===== config.mk =====
export PLATFORM = sky130hd
export DESIGN_NAME = multiword_add_sequencer
export DESIGN_NICKNAME = d
export VERILOG_FILES = /design/src/rtl/multiword_add_sequencer.sv
export SDC_FILE = /design/constraint.sdc
export NUM_CORES = 1
export LEC_CHECK = 0
export CORE_MARGIN = 1
export CORE_UTILIZATION = 55
export DETAILED_ROUTE_END_ITERATION = 16
export GPL_TIMING_DRIVEN = 0
export PLACE_DENSITY_LB_ADDON = 0.12
export SETUP_SLACK_MARGIN = 0.3
export SLEW_MARGIN = 0
export SYNTH_ARGS = -nofsm -noshare
export SYNTH_HDL_FRONTEND = slang
export SYNTH_HIERARCHICAL = 1
export SYNTH_SLANG_ARGS = --single-unit

===== constraint.sdc =====
create_clock -name clk -period 6.5 [get_ports clk]
set_input_delay 1.3 -clock clk [delete_from_list [all_inputs] [get_ports clk]]
set_output_delay 1.3 -clock clk [all_outputs]
set_load 0.1 [all_outputs]

===== src/rtl/multiword_add_sequencer.sv =====
// Wide add/subtract engine: one NUMBITS carry-lookahead slice is stepped
// LSW-first over NUMWORDS words, carrying through a register between slices.

module nBitCLAdder #(
    parameter int NUMBITS = 8
) (
    input  logic [NUMBITS-1:0] a,
    input  logic [NUMBITS-1:0] b,
    input  logic               c_in,
    output logic [NUMBITS-1:0] s,
    output logic               c_out
);
    localparam int NG = NUMBITS / 4;

    logic [NUMBITS-1:0] g;
    logic [NUMBITS-1:0] p;
    logic [NUMBITS:0]   c;

    assign g    = a & b;
    assign p    = a ^ b;
    assign c[0] = c_in;

    // Full lookahead inside each 4-bit group, groups chained on c[4k].
    for (genvar k = 0; k < NG; k++) begin : g_grp
        localparam int B = 4 * k;
        assign c[B+1] = g[B]
                      | (p[B] & c[B]);
        assign c[B+2] = g[B+1]
                      | (p[B+1] & g[B])
                      | (p[B+1] & p[B] & c[B]);
        assign c[B+3] = g[B+2]
                      | (p[B+2] & g[B+1])
                      | (p[B+2] & p[B+1] & g[B])
                      | (p[B+2] & p[B+1] & p[B] & c[B]);
        assign c[B+4] = g[B+3]
                      | (p[B+3] & g[B+2])
                      | (p[B+3] & p[B+2] & g[B+1])
                      | (p[B+3] & p[B+2] & p[B+1] & g[B])
                      | (p[B+3] & p[B+2] & p[B+1] & p[B] & c[B]);
    end

    assign s     = p ^ c[NUMBITS-1:0];
    assign c_out = c[NUMBITS];
endmodule

module multiword_add_sequencer #(
    parameter int NUMBITS  = 8,
    parameter int NUMWORDS = 4
) (
    input  logic                         clk,
    input  logic                         reset_n,
    input  logic                         in_valid,
    output logic                         in_ready,
    input  logic [NUMBITS*NUMWORDS-1:0]  a_in,
    input  logic [NUMBITS*NUMWORDS-1:0]  b_in,
    input  logic                         sub_in,
    output logic                         out_valid,
    input  logic                         out_ready,
    output logic [NUMBITS*NUMWORDS-1:0]  s_out,
    output logic                         c_out,
    output logic                         ovf_out,
    output logic                         busy
);
    localparam int W    = NUMBITS * NUMWORDS;
    localparam int IDXW = (NUMWORDS > 1) ? $clog2(NUMWORDS) : 1;
    localparam logic [IDXW-1:0] IDX_LAST = IDXW'(NUMWORDS - 1);
    localparam logic [IDXW-1:0] IDX_ONE  = IDXW'(1);

    if ((NUMBITS % 4) != 0 || NUMWORDS < 1) begin : g_bad_param
        $fatal(1, "multiword_add_sequencer: NUMBITS must be a multiple of 4, NUMWORDS >= 1");
    end

    typedef enum logic [1:0] {
        IDLE,
        RUN,
        DONE
    } state_e;

    state_e          state_q, state_d;
    logic [IDXW-1:0] idx_q, idx_d;
    logic            carry_q, carry_d;
    logic [W-1:0]    a_q, a_d;
    logic [W-1:0]    b_q, b_d;
    logic [W-1:0]    s_q, s_d;
    logic            c_q, c_d;
    logic            ovf_q, ovf_d;
    logic            valid_q, valid_d;

    int                 base;
    logic [NUMBITS-1:0] add_a;
    logic [NUMBITS-1:0] add_b;
    logic [NUMBITS-1:0] add_s;
    logic               add_c;

    assign base  = int'(idx_q) * NUMBITS;
    assign add_a = a_q[base +: NUMBITS];
    assign add_b = b_q[base +: NUMBITS];

    nBitCLAdder #(
        .NUMBITS(NUMBITS)
    ) u_adder (
        .a    (add_a),
        .b    (add_b),
        .c_in (carry_q),
        .s    (add_s),
        .c_out(add_c)
    );

    always_comb begin
        state_d = state_q;
        idx_d   = idx_q;
        carry_d = carry_q;
        a_d     = a_q;
        b_d     = b_q;
        s_d     = s_q;
        c_d     = c_q;
        ovf_d   = ovf_q;
        valid_d = valid_q;
        case (state_q)
            IDLE: begin
                if (in_valid) begin
                    // Subtract is A + ~B + 1: invert B once, seed carry.
                    a_d     = a_in;
                    b_d     = b_in ^ {W{sub_in}};
                    carry_d = sub_in;
                    idx_d   = '0;
                    s_d     = '0;
                    state_d = RUN;
                end
            end
            RUN: begin
                s_d[base +: NUMBITS] = add_s;
                carry_d = add_c;
                idx_d   = idx_q + IDX_ONE;
                if (idx_q == IDX_LAST) begin
                    c_d     = add_c;
                    ovf_d   = (a_q[W-1] == b_q[W-1])
                            && (add_s[NUMBITS-1] != a_q[W-1]);
                    valid_d = 1'b1;
                    idx_d   = '0;
                    state_d = DONE;
                end
            end
            DONE: begin
                if (out_ready) begin
                    valid_d = 1'b0;
                    state_d = IDLE;
                end
            end
            default: begin
                state_d = IDLE;
            end
        endcase
    end

    always_ff @(posedge clk or negedge reset_n) begin
        if (!reset_n) begin
            state_q <= IDLE;
            idx_q   <= '0;
            carry_q <= 1'b0;
            a_q     <= '0;
            b_q     <= '0;
            s_q     <= '0;
            c_q     <= 1'b0;
            ovf_q   <= 1'b0;
            valid_q <= 1'b0;
        end else begin
            state_q <= state_d;
            idx_q   <= idx_d;
            carry_q <= carry_d;
            a_q     <= a_d;
            b_q     <= b_d;
            s_q     <= s_d;
            c_q     <= c_d;
            ovf_q   <= ovf_d;
            valid_q <= valid_d;
        end
    end

    assign in_ready  = (state_q == IDLE);
    assign busy      = (state_q != IDLE);
    assign out_valid = valid_q;
    assign s_out     = s_q;
    assign c_out     = c_q;
    assign ovf_out   = ovf_q;
endmodule


---- Yosys cells after proc, flatten, opt, wreduce, memory -nomap -nowiden ----
Cells that the tools add are included.
cells by class
  add/subtract/negate cells ............... 2
  eq/ne operators ......................... 8
  shift operators ......................... 4
  bitwise operators ....................... 56
  multiplexer cells ....................... 15
  reduce and logical (&&, ||, !) cells .... 10
operators by type and width
  kind                                                                      count
  32-bit case mux with 2 select lines                                       1
  32-bit by 6-bit variable part select with 8-bit output                    2
  5-bit negator with 33-bit output                                          1
  8-bit by 33-bit variable shift with 32-bit output (first input constant)  1
  8-bit by 33-bit variable part select with 32-bit output                   1
  1-bit AND                                                                 32
  32-bit bitwise mux                                                        1
  32-bit 2-to-1 mux                                                         1
  32-bit bitwise XOR                                                        1
  1-bit OR                                                                  20
  8-bit bitwise XOR                                                         2
  2-bit 2-to-1 mux                                                          5
  8-bit AND                                                                 1
  2-bit != test (second input constant)                                     3
  2-bit case mux with 3 select lines                                        1
  2-bit AND reduction                                                       3
  3-bit AND reduction                                                       2
  2-bit nonzero test                                                        3
  2-bit == test (second input constant)                                     2
  1-bit case mux with 2 select lines                                        2
  2-bit case mux with 2 select lines                                        1
  1-bit 2-to-1 mux                                                          3
  2-bit by 1-bit adder with 2-bit output (second input constant)            1
  2-bit by 1-bit == test with 1-bit output (second input constant)          1
  4 further kinds                                                           4
word-level totals
  register bits ........................... 104
  output and inout bits ................... 37
  logic and storage cells ................. 104

---- Depth between registers and ports, before layout ----
Gate-level depths: netlist of the first run.
  depth after elaboration ................. 13
  mapped depth ............................ 11
  mapped depth without buffers ............ 9

---- Modules after synthesis ----
Netlist of the first run, hierarchy kept.
by module, submodules not included
  module                   times used  seq. area each (sq um)  area each (sq um)  cells an instance
  multiword_add_sequencer  1           2602.5                  4807.1             353
  nBitCLAdder              1           0.0                     312.8              37

---- Worst setup path after synthesis of the first run ----
Ideal clock, no wire load.
  kind .................................... register to register
  start point ............................. reg idx_q[0]
  end point ............................... reg ovf_q, in the netlist ovf_out
  slack ................................... 3.564 ns
  required time ........................... 6.374 ns
  data arrival time ....................... 2.810 ns
  cell stages (with the launch flop) ...... 11
  path buffers ............................ 2
  path through ............................ dfrtp_1 -> buf_6 -> buf_4 -> mux4_2 -> ha_1 -> a21oi_2 -> o2111ai_2 -> o31ai_2 -> xnor2_1 -> o22ai_1 -> mux2_2
on the way
  elaborated cells on any way between the ends .. 28
  classes of those cells .................. eq/ne: 2; shift: 2; bitwise: 22; reduce/logical: 2
RTL lines
  element                                                     RTL line  text
  start: declaration                                          80        logic [IDXW-1:0] idx_q, idx_d;
  start signal: assignment                                    169       idx_q <= idx_d;
  32-bit by 6-bit variable part select with 8-bit output (*)  97        assign add_b = b_q[base +: NUMBITS];
  net add_b[0]                                                91        logic [NUMBITS-1:0] add_b;
  8-bit AND / 8-bit bitwise XOR (equally long branches)       19, 20
  1-bit AND (on tied branches)                                38, 39
  1-bit OR / 1-bit AND (equally long branches)                38, 39
  1-bit OR (*)                                                39        | (p[B+3] & p[B+2] & p[B+1] & p[B] & c[B]);
  1-bit AND (*)                                               34        | (p[B+2] & p[B+1] & p[B] & c[B]);
  1-bit OR (*)                                                34
  8-bit bitwise XOR (*)                                       42        assign s = p ^ c[NUMBITS-1:0];
  net add_s[7]                                                92        logic [NUMBITS-1:0] add_s;
  1-bit != test (*)                                           138       && (add_s[NUMBITS-1] != a_q[W-1]);
  1-bit logical AND (*)                                       138
  end signal: assignment                                      175       ovf_q <= ovf_d;
  end: declaration                                            86        logic ovf_q, ovf_d;
The timed path passes the listed nets; every way through them passes the cells marked *.
A chain may end at the register's enable or synchronous reset.

---- Worst setup path in the final report of the first run ----
  start point ............................. reg state_q[1]
  end point ............................... out in_ready
on the way
  longest elaborated chain between the ends .. 1
RTL lines
  element                   RTL line  text
  start: declaration        79        state_e state_q, state_d;
  start signal: assignment  168       state_q <= state_d;
  2-bit logical NOT         180       assign in_ready = (state_q == IDLE);
  end: declaration          53        output logic in_ready,
Every way passes these cells.

==> flow_summary.ini, run 1 <==
[global_routing]
antenna_found_initial = 0
grt_pass1_vias = 3686
grt_pass1_wl_mm = 18.6
grt_max_degree = 60
track_usage_pct = 24.9
gr-total-overflow = 0

[sta]
timing.slew.headroom_pct = 34.3
setup_viol = 0
worstMarginPinSlew_ns = 0.982
final_max_slew_viol_count = 0
post-route-period-util_pct = 55.5
fin_setup_tns_ns = 0
fin_skew_ns = 0.0159
fmax_ghz = 0.277
fin_crit_ns = 3.61
rsz0062_at_grt = false
hold_viol = 0

[logic_synthesis]
seq_area_frac_synth_pct = 50.8
yosysWarnings = 6
netlist_area_sq_mm = 0.00512
synth_seq_cells = 104
syn_avg_cell_area_sq_um = 13.1
syn_nets = 475
synth_top_cell_by_area = dfrtp_1
synth_commonest_cells = dfrtp_1, nand2_1, o21ai_0, xnor2_1, a22o_1
synth.distinct_cells = 38
synth_edf_count = 0
synthTopCellsByArea = dfrtp_1, mux2_4, mux4_2
yosysMostFrequentCell = dfrtp_1
synthFlopType = dfrtp_1
synthCells = 390
synth_top_area_share_pct = 50.8
async_reset_ff_share_pct = 100

[critical_path]
startpoint = state_q[1]
r2r_start = idx_q[0]
cp_max_fo = 5
crit_chain = or2_2 > inv_1 > clkdlybuf4s50_1
reg2reg_slack_ns = 3.03
endpoint_kind = primary output
crit_required_ns = 5.20
cp-start-kind = flop
critPathKind = reg2out
cpPeakStageDelay_ns = 1.13
slowest_stage = clkdlybuf4s50_1
arrival_ns = 2.31

[placed_design]
gp_congestion = 0.817
dp_hpwl_mm = 8.40
portBuffers = 104
post_dp_cell_area_sq_mm = 0.00632

[clocking]
clkSinkCount = 104
h-tree-depth = 3
numCtsBuffers = 9
hold_buffers = 0
cts.clk_slew.worst_paths_ns = 0.10
cts_setup_buffers = 0
root_buffer = clkbuf_8
cts_tree = built
cts_resized = 0
clkLatencyLatePin_ns = 0.37
ctsLongestPathBuffers = 2

[floorplan]
io_pins = 106
initial_core_util_pct = 57.9
die_x_microns = 98.5
die_h_microns = 98.5
core_area_sq_mm = 0.00885
rows = 34
fp.dieArea_sq_mm = 0.00970

[run_status]
violations = DRC
status = complete, but fails checks

[finish]
nets = 591
drive_gt1_share_pct = 17.8
area_growth_pct = 27.9
n_antenna_cell = 0
design_area_sq_mm = 0.00655
final_core_util_pct = 74.0

[route]
antenna_left = 0
viasPerCell = 5.63
finalWirelength_mm = 10.9
drt-pass1-iter-count = 13
drc_errors = 5
vias = 3484
first_iter_violations = 147
routedWlPerCell_microns = 17.7

[worst_hold_path]
hold_class = reg2reg
hold_start = b_q[28]

[flow_run]
drv_cap = 0
cells by family after synthesis:
| logic type | share of synthesized area, % |
|---|---|
| AND/OR/NAND/NOR | 6.67 |
| flip-flops | 50.8 |
| AO/OA/AOI/OAI | 11.6 |
| adder cells (fa/ha/maj) | 4.20 |
| buffers and inverters | 3.62 |
| XOR/XNOR | 6.50 |
| multiplexers | 16.6 |
registers in the layout, indices dropped and copies added (netlist names):
register	flops
a_q	32
b_q	32
s_out	32
idx_q	2
state_q	2
c_out	1
carry_q	1
out_valid	1
ovf_out	1
worst max-delay path, delay by kind of cell, from the launching register on:
family        cells  cell delay [ns]
buf+inv           2             1.20
flops             1             0.43
simple gates      1             0.32
per-layer routing:
| layer | vias up | track usage [%] | wire length [microns] |
|---|---|---|---|
| met5 | - | 0 | 0 |
| met4 | 0 | 8.84 | 209 |
| met3 | 21 | 3.97 | 456 |
| met2 | 112 | 43.0 | 5570 |
| met1 | 1734 | 32.3 | 4700 |
| li1 | 1617 | - | - |
layout make-up:
class	count	area, sq um
plain buffers	22	151
flip-flops and latches	104	2600
repair buffers	105	1070
inverters	9	33.8
clock inverters	7	103
fillers	637	2300
clock buffers	9	124
well taps	108	135
multi-input cells	255	2330
stage by stage:
step,hold WS [ns],cells,worst slack (ns)
final,0.489,619,2.89
after global routing,0.514,619,2.75
after CTS,0.492,619,2.88
after detailed placement,0.471,603,3.02
after global placement,0.456,602,0.399
after floorplan,0.444,390,3.56
cell usage in the layout (no fill, tap or decap), types with 6 or more instances in the layout:
master and instances:
mux2_2 6, a22o_1 32, inv_1 9, nand2_1 45, clkbuf_8 9, buf_2 7
buf_6 7, xnor2_1 35, mux4_2 16, dfrtp_1 104, mux2_4 28, o21ai_0 37
clkdlybuf4s50_1 103, ha_1 14
worst paths after layout:
kind,cells past startpoint,to
setup reg to reg,11,ovf_out
hold / removal,2,b_q[28]
hold reg to reg,2,b_q[28]
max in group asynchronous,2,b_q[25]
min in group asynchronous,1,s_out[4]
setup / recovery,3,in_ready
Power of run 1 is left out: the tool's default activity adds up to more than one toggle a clock period on the data nets, which glitch-free logic cannot reach.
==> inputs of run 2 (changes only) <==
--- a/config.mk
+++ b/config.mk
@@ -6,7 +6,7 @@
 export NUM_CORES = 1
 export LEC_CHECK = 0
 export CORE_MARGIN = 1
-export CORE_UTILIZATION = 55
+export CORE_UTILIZATION = 51
 export DETAILED_ROUTE_END_ITERATION = 16
 export GPL_TIMING_DRIVEN = 0
 export PLACE_DENSITY_LB_ADDON = 0.12
==> constraint.sdc (replaced) <==
create_clock -name clk -period 3.8 [get_ports clk]
set_input_delay 0.76 -clock clk [delete_from_list [all_inputs] [get_ports clk]]
set_output_delay 0.76 -clock clk [all_outputs]
set_load 0.1 [all_outputs]
==> flow_summary.ini, run 2 (synthesis results as in run 1) <==
[run_status]
status = complete, no violations

[finish]
area_growth_pct = 29.0
nets = 591
n_antenna_cell = 0
design_area_sq_mm = 0.00660
layout_common_cells = dfrtp_1, clkdlybuf4s50_1, nand2_1
layout_commonest_cell = dfrtp_1
drive_gt1_share_pct = 18.0

[critical_path]
cp_max_fo = 10
arrival_ns = 3.67
cpPeakStageDelay_ns = 0.54
slowest_stage = mux4_2
endpoint_kind = flop
cp-start-kind = flop
crit_chain = buf_6 > buf_4 > mux4_2 > ha_1 > o21ai_0 > a31oi_1 > o31ai_4 > xnor2_2 > nand2b_1 > o22ai_1 > mux2_2
crit_required_ns = 4.11
critPathTopFamily = compound AO/OA/AOI/OAI gates
critPathKind = reg2reg
path_buf_inv = 2

[clocking]
cts.clk_slew.worst_paths_ns = 0.10
numCtsBuffers = 9
clkLatencyLatePin_ns = 0.36
hold_buffers = 0
cts_tree = built
h-tree-depth = 3
ctsLongestPathBuffers = 2
root_buffer = clkbuf_8
cts_setup_buffers = 0
clkSinkCount = 104

[global_routing]
antenna_found_initial = 0
grt_pass1_wl_mm = 18.2
grt_pass1_vias = 3572
track_usage_pct = 23.4
grt_max_degree = 62
gr-total-overflow = 0

[sta]
final_max_slew_viol_count = 0
setup_viol = 0
rsz0062_at_grt = true
post-route-period-util_pct = 88.3
fin_skew_ns = 0.00945
hold_viol = 0
fmax_ghz = 0.298
timing.slew.headroom_pct = 34.0
worstMarginPinSlew_ns = 0.987
fin_setup_tns_ns = 0
fin_crit_ns = 3.35

[floorplan]
rows = 36
io_pins = 106
initial_core_util_pct = 52.6
fp.dieArea_sq_mm = 0.0104
die_x_microns = 102
core_area_sq_mm = 0.00973
die_h_microns = 102

[placed_design]
portBuffers = 104
gp_congestion = 0.842
dp_hpwl_mm = 8.40
post_dp_cell_area_sq_mm = 0.00635

[route]
viasPerCell = 5.39
first_iter_violations = 97
drc_errors = 0
vias = 3471
antenna_left = 0
drt-pass1-iter-count = 4
routedWlPerCell_microns = 17.3
finalWirelength_mm = 11.1

[flow_run]
drv_cap = 0

[worst_hold_path]
hold_class = in2async
[run 2: worst register-to-register path, delay by kind of cell, from the launching register on]
family                   cells  cell delay, ns
AO/OA/AOI/OAI                4            0.83
XOR/XNOR                     1            0.30
adder cells (fa/ha/maj)      1            0.38
buffers and inverters        2            0.50
flip-flops                   1            0.49
multiplexers                 2            0.73
AND/OR/NAND/NOR              1            0.09
[run 2: metrics by stage]
step | hold slack [ns] | utilization [%] | worst slack (ns) | instances
final | 0.377 | 67.9 | 0.446 | 644
after detailed placement | 0.470 | 65.3 | 0.372 | 628
after floorplan | 0.444 | - | 0.864 | 390
after global placement | 0.458 | 65.0 | -1.87 | 627
after global routing | 0.420 | 67.9 | 0.261 | 644
after CTS | 0.396 | 67.6 | 0.353 | 644
[run 2: final timing paths]
| path | from | depth (start not counted) | end | slack [ns] |
|---|---|---|---|---|
| max | idx_q[0] | 11 | ovf_out | 0.45 |
| min | reset_n | 1 | a_q[8] | 0.38 |
| max reg2reg | idx_q[0] | 11 | ovf_out | 0.45 |
| min reg2reg | b_q[21] | 2 | b_q[21] | 0.49 |
| max in group asynchronous | reset_n | 2 | b_q[30] | 2.74 |
| min in group clk | b_q[21] | 2 | b_q[21] | 0.49 |
[run 2: routing by layer]
layer / track usage [%] / up-vias / part of all wire, %
li1: - / 1622 / -
met1: 30.5 / 1737 / 44
met2: 40.5 / 95 / 51
met3: 3.08 / 17 / 3.7
met4: 8.02 / 0 / 1.7
met5: 0 / - / 0
[run 2: what timing repair did]
action	4_1_cts	5_1_grt
endpoints found under the setup margin	0	2
endpoints found under the hold margin	0	0
resized for setup	0	3
[run 2: area by class of cell]
cell class / instances / area, sq um
Fill cell: 751 / 3130
Sequential cell: 104 / 2600
Multi-Input combinational cell: 255 / 2360
Timing Repair Buffer: 105 / 1070
Tap cell: 133 / 166
Buffer: 22 / 151
Clock buffer: 11 / 141
Clock inverter: 5 / 86.3
Inverter: 9 / 33.8
Power of run 2 is left out for the same reason.
